`config.mk`:
```
export PLATFORM = sky130hd
export DESIGN_NAME = mux_nx1_sync
export DESIGN_NICKNAME = d
export VERILOG_FILES = /design/src/rtl/mux_nx1_sync.sv
export SDC_FILE = /design/constraint.sdc
export NUM_CORES = 1
export LEC_CHECK = 0
export ABC_AREA = 1
export CORE_MARGIN = 10
export CORE_UTILIZATION = 53
export CTS_BUF_LIST = sky130_fd_sc_hd__clkbuf_8
export CTS_CLUSTER_SIZE = 10
export DETAILED_ROUTE_END_ITERATION = 6
export GPL_ROUTABILITY_DRIVEN = 0
export PLACE_DENSITY = 0.84
export SLEW_MARGIN = 20
export SYNTH_ARGS = -nofsm -noshare
export SYNTH_HDL_FRONTEND = slang
export SYNTH_SLANG_ARGS = --single-unit
```
`constraint.sdc`:
```
create_clock -name clk -period 1.55 [get_ports clk]
set_input_delay 0.2325 -clock clk [delete_from_list [all_inputs] [get_ports clk]]
set_output_delay 0.2325 -clock clk [all_outputs]
set_load 0.05 [all_outputs]
```
`src/rtl/mux_nx1_sync.sv`:
```
// Registered N-to-1 channel multiplexer with a blanked, glitch-free select switch.
// Build option: define MUX_HOLD_LAST_EN to hold the previous channel's data while blanking (default: drive zero).
module mux_nx1_sync #(
    parameter  int WIDTH        = 3,
    parameter  int CHANNELS     = 2,
    localparam int SELW         = $clog2(CHANNELS),
    parameter  int BLANK_CYCLES = 2
) (
    input  logic                      clk,
    input  logic                      rst_n,
    input  logic [CHANNELS*WIDTH-1:0] in_data,
    input  logic [SELW-1:0]           sel,
    input  logic                      sel_load,
    output logic [WIDTH-1:0]          out_data,
    output logic                      out_valid,
    output logic                      busy,
    output logic [SELW-1:0]           cur_sel,
    output logic                      sel_err
);

    localparam logic [0:0] RUN   = 1'b0;
    localparam logic [0:0] BLANK = 1'b1;

    // cnt counts down to zero, so a B-cycle blank loads B-1.
    localparam logic [7:0] BLANK_INIT = (BLANK_CYCLES > 0) ? 8'(BLANK_CYCLES - 1) : 8'd0;
    localparam bit         ZERO_BLANK = (BLANK_CYCLES == 0);
    localparam logic [SELW:0] CH_LIMIT = (SELW + 1)'(CHANNELS);

    function automatic logic [WIDTH-1:0] pick(input logic [SELW-1:0] s,
                                              input logic [CHANNELS*WIDTH-1:0] d);
        pick = '0;
        for (int k = 0; k < CHANNELS; k++) begin
            if (s == k[SELW-1:0]) pick = d[k*WIDTH +: WIDTH];
        end
    endfunction

    function automatic logic sel_in_range(input logic [SELW-1:0] s);
        sel_in_range = ({1'b0, s} < CH_LIMIT);
    endfunction

    logic [0:0]       state, state_n;
    logic [7:0]       cnt, cnt_n;
    logic [SELW-1:0]  cur_n;
    logic [WIDTH-1:0] data_p1, data_n;
    logic             vld_p1, vld_n;
    logic             err_p1, err_n;
    logic [WIDTH-1:0] live;

    always_comb begin
        state_n = state;
        cnt_n   = cnt;
        cur_n   = cur_sel;
        data_n  = data_p1;
        vld_n   = vld_p1;
        err_n   = 1'b0;
        live    = pick(cur_sel, in_data);

        case (state)
            RUN: begin
                data_n = live;
                vld_n  = 1'b1;
                if (sel_load) begin
                    if (!sel_in_range(sel)) begin
                        err_n = 1'b1;
                    end else if (sel != cur_sel) begin
                        cur_n = sel;
                        if (ZERO_BLANK) begin
                            data_n = pick(sel, in_data);
                        end else begin
                            state_n = BLANK;
                            cnt_n   = BLANK_INIT;
                            vld_n   = 1'b0;
`ifdef MUX_HOLD_LAST_EN
                            data_n  = data_p1;
`else
                            data_n  = '0;
`endif
                        end
                    end
                end
            end
            default: begin
                // Loads are refused for the whole blank, including its last cycle.
                err_n = sel_load;
                if (cnt != 8'd0) begin
                    cnt_n = cnt - 8'd1;
                end else begin
                    state_n = RUN;
                    data_n  = live;
                    vld_n   = 1'b1;
                end
            end
        endcase
    end

    // Output stage p1
    always_ff @(posedge clk or negedge rst_n) begin
        if (!rst_n) begin
            state   <= RUN;
            cnt     <= 8'd0;
            cur_sel <= '0;
            data_p1 <= '0;
            vld_p1  <= 1'b0;
            err_p1  <= 1'b0;
        end else begin
            state   <= state_n;
            cnt     <= cnt_n;
            cur_sel <= cur_n;
            data_p1 <= data_n;
            vld_p1  <= vld_n;
            err_p1  <= err_n;
        end
    end

    assign out_data  = data_p1;
    assign out_valid = vld_p1;
    assign busy      = (state == BLANK);
    assign sel_err   = err_p1;

endmodule

```
==> metrics.md <==
| Metric | Value |
|---|---|
| Status | finished clean |
| Post-route setup TNS | 0 ns |
| Synthesized instance count | 105 |
| Gr usage total | 0.117 |
| WL final | 1900 um |
| CTS tree | done |
| Pre-antenna DRT Iters | 4 |
| Syn. warnings | 0 |
| Layout cells sized above 1 | 0.279 |
| Post-CTS resize count | 0 |
| Syn_area_per_cell | 8.89 um^2 |
| Worst-path cell chain | inv_1, ha_1, nand2_2, o21ai_4, nand2_4, nand2_1, nand2_1 |
| Worst-Margin Slew | 0.297 ns |
| Endpoints failing setup | 0 |
| Nets | 142 |
| Rows | 15 |
| CTS max path bufs | 2 |
| Die Ht | 62.0 um |
| Area Overhead vs Synth | 28.4% |
| Leak | 0.581 nW |
| Fillers | 122 |
| Required time of the critical path | 1.69 ns |
| Most frequent cell on the critical path | nand2_1 |
| DRC viols | 0 |
| Setup Fix Bufs, Post-CTS | 0 |
| Total Die Area | 3840 um^2 |
| Core area | 1690 um^2 |
| Vias/cell | 4.97 |
| Starting Density | 0.553 |
| Most frequent cells in the layout | nand2_1, dfrtp_1, nor2_1 |
| Worst r2r src | cnt[1] |
| FF-to-FF path depth | 7 |
| Port Buffers | 16 |
| Flop2flop setup slack | 0.17 ns |
| Max-cap violation count | 0 |
| H-tree depth | 1 |
| Clk root buf | clkbuf_8 |
| Slowest cell on the critical path | dfrtp_1 |
| Ant. Diodes | 0 |
| Final worst path period share | 0.889 |
| Clk sinks | 15 |
| Initial antenna violation count | 0 |
| DPL Wire Length | 1560 um |
| Crit-path max cell delay | 0.38 ns |
| Slew Viols, Final | 0 |
| DIE WIDTH | 62.0 um |
| Final core utilization | 0.710 |
| Via count | 726 |
| Post-route ant nets | 0 |
| Peak fanout along the critical path | 7 |
| PwrDens | 2390 nW/um^2 |
| DRT iter0 DRCs | 17 |
| R2R Path End | cnt[3] |
| Critical Path End Type | register |
| Slew margin rel. | 0.802 |
| Mapped cell area | 933 um^2 |
| Unique cell type count in the Yosys netlist | 25 |
| Sequential fraction of the synthesis area | 0.402 |
| Commonest non-fill, non-tap cell in the layout | nand2_1 |
| Total CTS buffers | 3 |
| Post-DR wirelength/cell | 13.0 um |
| Worst-case clock skew | 0.00204 ns |
| Design Power | 2.86 mW |
| Syn_nets | 117 |
| Clock Latency Late Sink | 0.25 ns |
| RSZ-0062 raised after global routing | false |
| Global route total overflow | 0 |
| Seq cells post-synth | 15 |
| First-pass GRT wire length | 3240 um |
| Final hold viol count | 0 |
| Hold buffers post-CTS | 0 |
| CTS clk-pin slew, worst paths | 0.06 ns |
| Fin crit period | 1.38 ns |
| Io pins | 17 |
| FMAX | 725 MHz |
| Largest net degree at the start of global routing | 16 |
| Peak supply drop | 1650 uV |
| Hold WC Path Type | input pin to async pin |
| Vias in the first global route | 694 |
| Kind of critical path | register to register |
| Critical Path Source Type | register |
| Arr. time, crit path | 1.52 ns |
==> cells by family (layout without fill, tap and decap cells) <==
kind of cell,Yosys count,in the layout,synth area share
AND/OR/NAND/NOR,62,62,0.389
XOR/XNOR,2,2,0.0188
multiplexers,3,3,0.0362
flip-flops,15,15,0.402
AO/OA/AOI/OAI,9,9,0.0764
buffers and inverters,12,36,0.0509
adder cells (fa/ha/maj),2,2,0.0268
==> cell type report <==
cell class,instances,area [um^2],area share
Multi-Input combinational cell,78,510,0.426
Clock buffer,3,41.3,0.0344
Tap cell,17,21.3,0.0177
Inverter,12,47.5,0.0397
Sequential cell,15,375,0.313
Clock inverter,1,5.00,0.00418
Timing Repair Buffer,20,198,0.165
==> worst max-delay path by stage <==
stage	start	endpoint	slack, ns	cells past startpoint
CTS	cnt[1]	cnt[3]	0.16	7
finish	cnt[1]	cnt[3]	0.17	7
global placement	sel	cnt[5]	0.14	8
detailed placement	sel	cnt[5]	0.10	8
global route	cnt[1]	cnt[3]	0.04	7
floorplan	cur_sel	cnt[5]	0.06	5
==> layer usage <==
metal	vias up	global-route usage	part of all wire
met5	-	0	0
met4	0	0.0573	0.019
met3	5	0.0325	0.039
met2	12	0.183	0.49
met1	322	0.143	0.45
li1	387	-	-
==> synthesized netlist by cell type <==
| master | count | area share |
|---|---|---|
| o21ai_2 | 1 | 0.0094 |
| nand3_2 | 1 | 0.011 |
| inv_4 | 1 | 0.0067 |
| a21oi_2 | 1 | 0.0094 |
| o21ai_1 | 3 | 0.016 |
| o21ai_4 | 1 | 0.017 |
| dfrtp_1 | 15 | 0.40 |
| nor2_8 | 3 | 0.064 |
| inv_1 | 10 | 0.040 |
| mux2_2 | 3 | 0.036 |
| inv_2 | 1 | 0.0040 |
| ha_1 | 2 | 0.027 |
| nand2_1 | 28 | 0.11 |
| xor2_1 | 1 | 0.0094 |
| nand2_4 | 2 | 0.024 |
| xnor2_1 | 1 | 0.0094 |
| nor2_4 | 3 | 0.036 |
| nand4_4 | 1 | 0.023 |
| nand2_2 | 2 | 0.013 |
| nand4_1 | 1 | 0.0067 |
| nor3_1 | 1 | 0.0054 |
| o22ai_2 | 1 | 0.013 |
| nand3_1 | 9 | 0.048 |
| o21ai_0 | 2 | 0.011 |
| nor2_1 | 11 | 0.044 |
==> registers in the layout (all words and copies together), names as in the netlist <==
name / flops
busy: 1
cnt: 8
cur_sel: 1
out_data: 3
out_valid: 1
sel_err: 1
==> per-stage QoR <==
stage | cells | setup slack (ns) | cell area [um^2] | hold WS (ns)
floorplan | 105 | 0.0634 | 933 | -0.0631
global placement | 142 | 0.142 | 1150 | 0.460
detailed placement | 142 | 0.104 | 1150 | 0.469
CTS | 146 | 0.163 | 1200 | 0.302
global route | 146 | 0.0378 | 1200 | 0.311
finish | 146 | 0.172 | 1200 | 0.298
==> power breakdown <==
group	leakage (nW)	switching [mW]	internal, mW	total (mW)
Sequential	0.188	0.166	0.564	0.729
Clock	0.0255	0.142	0.178	0.320
Combinational	0.368	1.12	0.688	1.81
Total	0.581	1.43	1.43	2.86
==> critical path: cells and delay by family, from the launching register on <==
family	cells	cell delay, ns
buffers and inverters	1	0.07
adder cells (fa/ha/maj)	1	0.16
flip-flops	1	0.38
AND/OR/NAND/NOR	4	0.38
AO/OA/AOI/OAI	1	0.28
Power figures use the tool's default switching activity.
